[src/rtl/dot_fix_point_ctrl_if.sv]
// Handshake bundle for dot_fix_point_ctrl: start/len command, operand stream, result stream.
// Master drives commands and operands; slave (the controller) drives status and result.
interface dot_fix_point_ctrl_if #(
    parameter int unsigned N     = 32,
    parameter int unsigned LEN_W = 8
);
    logic             start;
    logic [LEN_W-1:0] len;
    logic             busy;
    logic             in_valid;
    logic             in_ready;
    logic [N-1:0]     in_1;
    logic [N-1:0]     in_2;
    logic             out_valid;
    logic             out_ready;
    logic [N-1:0]     out;
    logic             ovf;

    modport master (
        output start, len, in_valid, in_1, in_2, out_ready,
        input  busy, in_ready, out_valid, out, ovf
    );

    modport slave (
        input  start, len, in_valid, in_1, in_2, out_ready,
        output busy, in_ready, out_valid, out, ovf
    );
endinterface

[src/rtl/dot_fix_point_ctrl.sv]
// Streaming signed Q-format dot product with one-cycle product register and wide accumulator.
// Define DOT_FIX_SAT_EN to clamp the result to N bits and flag ovf; otherwise the result wraps.
module dot_fix_point_ctrl #(
    parameter int unsigned Q     = 12,
    parameter int unsigned N     = 32,
    parameter int unsigned LEN_W = 8
) (
    input logic                clk,
    input logic                rst,
    dot_fix_point_ctrl_if.slave bus
);
    localparam int unsigned AW = N + LEN_W;

    typedef enum logic [1:0] {StIdle, StLoad, StDrain, StDone} state_e;

    state_e               state_q, state_d;
    logic [LEN_W-1:0]     cnt_q, cnt_d;
    logic signed [AW-1:0] acc_q, acc_d;
    logic signed [N-1:0]  prod_q, prod_d;
    logic                 prod_vld_q, prod_vld_d;

    logic signed [2*N-1:0] full_prod;
    logic signed [2*N-1:0] shifted_prod;
    logic                  accept;
    logic                  done;
    logic [N-1:0]          result;
    logic                  acc_ovf;

    assign accept       = (state_q == StLoad) && bus.in_valid;
    assign done         = (state_q == StDone);
    assign full_prod    = $signed(bus.in_1) * $signed(bus.in_2);
    assign shifted_prod = full_prod >>> Q;

    always_comb begin
        state_d    = state_q;
        cnt_d      = cnt_q;
        acc_d      = acc_q;
        prod_d     = prod_q;
        prod_vld_d = 1'b0;

        // The product registered last cycle joins the sum now, whatever the state.
        if (prod_vld_q) begin
            acc_d = acc_q + {{LEN_W{prod_q[N-1]}}, prod_q};
        end

        unique case (state_q)
            StIdle: begin
                if (bus.start) begin
                    acc_d = '0;
                    cnt_d = bus.len;
                    state_d = (bus.len == '0) ? StDone : StLoad;
                end
            end
            StLoad: begin
                if (accept) begin
                    prod_d     = shifted_prod[N-1:0];
                    prod_vld_d = 1'b1;
                    cnt_d      = cnt_q - 1'b1;
                    if (cnt_q == {{(LEN_W-1){1'b0}}, 1'b1}) begin
                        state_d = StDrain;
                    end
                end
            end
            StDrain: begin
                state_d = StDone;
            end
            StDone: begin
                if (bus.out_ready) begin
                    state_d = StIdle;
                end
            end
            default: state_d = StIdle;
        endcase
    end

    always_ff @(posedge clk or posedge rst) begin
        if (rst) begin
            state_q    <= StIdle;
            cnt_q      <= '0;
            acc_q      <= '0;
            prod_q     <= '0;
            prod_vld_q <= 1'b0;
        end else begin
            state_q    <= state_d;
            cnt_q      <= cnt_d;
            acc_q      <= acc_d;
            prod_q     <= prod_d;
            prod_vld_q <= prod_vld_d;
        end
    end

`ifdef DOT_FIX_SAT_EN
    logic acc_hi_zero;
    logic acc_hi_ones;
    logic [N-1:0] unused_prod_hi;

    // The sum fits in N bits exactly when the bits from N-1 upward are all equal.
    assign acc_hi_zero = ~|acc_q[AW-1:N-1];
    assign acc_hi_ones = &acc_q[AW-1:N-1];
    assign acc_ovf     = !(acc_hi_zero || acc_hi_ones);
    assign result      = !acc_ovf    ? acc_q[N-1:0] :
                         acc_q[AW-1] ? {1'b1, {(N-1){1'b0}}} : {1'b0, {(N-1){1'b1}}};
    assign unused_prod_hi = shifted_prod[2*N-1:N];
`else
    logic [LEN_W-1:0] unused_acc_hi;
    logic [N-1:0]     unused_prod_hi;

    assign acc_ovf        = 1'b0;
    assign result         = acc_q[N-1:0];
    assign unused_acc_hi  = acc_q[AW-1:N];
    assign unused_prod_hi = shifted_prod[2*N-1:N];
`endif

    assign bus.busy      = (state_q != StIdle);
    assign bus.in_ready  = (state_q == StLoad);
    assign bus.out_valid = done;
    assign bus.out       = done ? result : '0;
    assign bus.ovf       = done & acc_ovf;
endmodule

[src/flat_wrapper.sv]
// flat-port wrapper written by rule: the top's interface ports become plain ports
module dot_fix_point_ctrl_flat 
#(
    parameter int unsigned Q     = 12,
    parameter int unsigned N     = 32,
    parameter int unsigned LEN_W = 8
)
  (clk, rst, bus_start, bus_len, bus_in_valid, bus_in_1, bus_in_2, bus_out_ready, bus_busy, bus_in_ready, bus_out_valid, bus_out, bus_ovf);
  dot_fix_point_ctrl_if #(.N(N), .LEN_W(LEN_W)) bus_i ();
  input logic clk;
  input logic rst;
  input wire logic [$bits(bus_i.start)-1:0] bus_start;
  input wire logic [$bits(bus_i.len)-1:0] bus_len;
  input wire logic [$bits(bus_i.in_valid)-1:0] bus_in_valid;
  input wire logic [$bits(bus_i.in_1)-1:0] bus_in_1;
  input wire logic [$bits(bus_i.in_2)-1:0] bus_in_2;
  input wire logic [$bits(bus_i.out_ready)-1:0] bus_out_ready;
  output wire logic [$bits(bus_i.busy)-1:0] bus_busy;
  output wire logic [$bits(bus_i.in_ready)-1:0] bus_in_ready;
  output wire logic [$bits(bus_i.out_valid)-1:0] bus_out_valid;
  output wire logic [$bits(bus_i.out)-1:0] bus_out;
  output wire logic [$bits(bus_i.ovf)-1:0] bus_ovf;
  assign bus_i.start = bus_start;
  assign bus_i.len = bus_len;
  assign bus_i.in_valid = bus_in_valid;
  assign bus_i.in_1 = bus_in_1;
  assign bus_i.in_2 = bus_in_2;
  assign bus_i.out_ready = bus_out_ready;
  assign bus_busy = bus_i.busy;
  assign bus_in_ready = bus_i.in_ready;
  assign bus_out_valid = bus_i.out_valid;
  assign bus_out = bus_i.out;
  assign bus_ovf = bus_i.ovf;
  dot_fix_point_ctrl #(.Q(Q), .N(N), .LEN_W(LEN_W)) u_core (.clk(clk), .rst(rst), .bus(bus_i));
endmodule
[config.mk]
export PLATFORM = sky130hd
export DESIGN_NAME = dot_fix_point_ctrl_flat
export DESIGN_NICKNAME = d
export VERILOG_FILES = /design/src/rtl/dot_fix_point_ctrl_if.sv /design/src/rtl/dot_fix_point_ctrl.sv /design/src/flat_wrapper.sv
export SDC_FILE = /design/constraint.sdc
export NUM_CORES = 2
export LEC_CHECK = 0
export ABC_AREA = 0
export CAP_MARGIN = 0
export CORE_MARGIN = 4
export CORE_UTILIZATION = 59
export DETAILED_ROUTE_END_ITERATION = 12
export GPL_TIMING_DRIVEN = 0
export PLACE_DENSITY = 0.92
export SLEW_MARGIN = 20
export SYNTH_ARGS = -nofsm -noshare
export SYNTH_HDL_FRONTEND = slang
export SYNTH_SLANG_ARGS = --single-unit
[constraint.sdc]
create_clock -name clk -period 3.4 [get_ports clk]
set_clock_uncertainty 0.1 [all_clocks]
set_input_delay 0.34 -clock clk [delete_from_list [all_inputs] [get_ports clk]]
set_output_delay 0.34 -clock clk [all_outputs]
set_load 0.02 [all_outputs]
==> metrics <==
Final nets=4640; worst hold path class=input pin to async pin; worst setup margin=-4.065 ns; Worst Reg-to-Reg Cells=11; Vias=26010; Area growth syn-to-layout=17.11%; placer's final routability congestion estimate=1.086; num ports=113; area share of the largest cell type after synthesis=48.43%; Top FF cell, synth=dfrtp_1; commonest non-fill, non-tap cell in the layout=inv_1; final max-slew violation count=0; Cell Rows=83; number of detailed-route iterations in the first pass=6; Starting Density=59.87%; global-route wire length before repair=170700 microns; total CTS buffers=9; kind of critical path=input pin to flop; failing checks=setup timing; Post-synth EDFFs=0; Hold WS=0.2381 ns; layout cells sized above 1=12.85%; Port Buf Inserts=104; hold_buf cts=0; fin crit share=219.5%; # setup viols final=33; r2r setup slk=-0.02 ns; Clk Latency, worst-skew pair=0.33 ns; DIE AREA=55990 sq um; area of the core=51510 sq um; Synth cell types=69; clk buf depth=2; number of synthesized register bits=75; Die Wd=236.6 microns; CTS Sinks=75; Synth area leaders=fa_1 48%, inv_1 9.8%, and2_1 8.4%; reg2reg end=u_core.acc_q[28]; CTS tree=built; Final Hold Fails=0; Syn Area/Cell=9.046 sq um; vias per cell=6.019; Avg WL per Cell=26.79 microns; Syn Nets=4428; HPWL Detailed=87370 microns; most used cell, CP=fa_2; sequential cell area fraction in the yosys report=6.086%; post-route ant nets=0; asr flop ratio synth=100.0%; Worst setup SP type=input pin; yosys warns=0; Post-Synthesis Cells=3409; CP max stage cell=fa_2; Remaining DRCs=0; CP top delay family=adder cells; Buf/Inv on CP=6; CP max FO=10; Worst EP arrival=7.58 ns; Reg-to-Reg Start=u_core.acc_q[0]; minimum clock period=7.465 ns; Synth area leader=fa_1; highest-count cells in the layout ignoring fill and taps=780 x inv_1, 709 x fa_1, 487 x nand2_1, 408 x and2_1, 179 x ha_1; end-of-flow core utilization=70.11%; GRT Total Usage=41.39%; vias in the first global route=27970; actual slew at the worst max-slew pin=0.7156 ns; initial DRC count=2842; CP endpoint kind=flop; Crit path required time=3.51 ns; Total Routed Length=115800 microns; Die Y=236.6 microns; H-tree Lvls=3; overflow left after global routing=0; Max-cap violations=0; antenna violations before repair=20; unrepaired setup endpoints after global routing=yes; largest net degree at the start of global routing=52; Root Buffer=clkbuf_16; slew margin rel.=52.30%; status=complete, but fails checks; FMAX=134.0 MHz; CP peak stage delay=0.62 ns; Post-Syn Area=30840 sq um; Clk pin slew, worst setup/hold paths=0.06 ns
-- cells in the mapped netlist (all sizes together) (15+ instances only) --
| cell type | number |
|---|---|
| clkbuf | 170 |
| nand2b | 15 |
| xnor2 | 72 |
| mux2i | 23 |
| inv | 801 |
| a21oi | 51 |
| ha | 196 |
| nand2 | 493 |
| xor2 | 25 |
| dfrtp | 75 |
| a21o | 29 |
| o21ai | 51 |
| and2 | 416 |
| fa | 746 |
| nor3 | 17 |
| nor2 | 66 |
-- state kept, by name, indices dropped and copies added (netlist names) --
name	flops
u_core.acc_q	32
u_core.cnt_q	8
u_core.prod_q	32
u_core.prod_vld_q	1
u_core.state_q	2
-- what timing repair did --
| item | 4_1_cts | 5_1_grt |
|---|---|---|
| pin swaps | 63 | 54 |
| gates resized for setup | 604 | 104 |
| setup buffers | 79 | 17 |
| setup endpoints to repair | 34 | 37 |
-- logic make-up after synthesis --
| kind of cell | Yosys count | share of synthesized area, % |
|---|---|---|
| buffers and inverters | 976 | 11.89 |
| muxes | 25 | 0.8196 |
| xor gates and xnor gates | 97 | 2.755 |
| DFF | 75 | 6.086 |
| and+or+nand+nor | 1070 | 17.14 |
| adders and majority gates | 942 | 56.38 |
| AOI/OAI and AO/OA | 223 | 4.914 |
| other | 1 | 0.01216 |
-- layout make-up --
type / count / area (sq um)
multi-input combinational: 2358 / 26020
fill: 3746 / 15400
inverter: 802 / 3017
buffer: 174 / 2151
sequential: 75 / 1877
timing repair buffer: 201 / 1834
tap: 680 / 850.8
clock buffer: 11 / 252.7
clock inverter: 5 / 75.07
antenna: 16 / 40.04
-- worst max-delay path by stage --
stage                   endpoint         start  cells past startpoint
2_1_floorplan  u_core.prod_q[28]  bus_in_2[16]                     25
3_3_place_gp   u_core.prod_q[28]  bus_in_2[12]                     24
3_5_place_dp   u_core.prod_q[28]   bus_in_2[9]                     24
4_1_cts        u_core.prod_q[28]  bus_in_2[15]                     26
5_1_grt        u_core.prod_q[31]  bus_in_1[31]                     23
6_report       u_core.prod_q[28]   bus_in_1[9]                     25
-- routing by layer --
layer | part of all wire (%) | GRT usage [%]
met2 | 42 | 61.26
met1 | 34 | 50.24
met3 | 15 | 16.85
met4 | 9.1 | 26.98
met5 | 0.085 | 0
-- through the flow --
stage	setup slack [ns]	setup TNS, ns	std cells	area [sq um]
floorplan	-3.551	-94.88	3409	31320
global placement	-5.713	-164.56	4193	33210
detailed placement	-5.732	-158.11	4194	33240
CTS	-3.875	-107.32	4289	35680
global route	-4.184	-117.02	4312	36090
finish	-4.065	-113.59	4322	36110
Power is not shown: default switching activity piles up to over one toggle a cycle in this logic, so the estimate is an artifact.
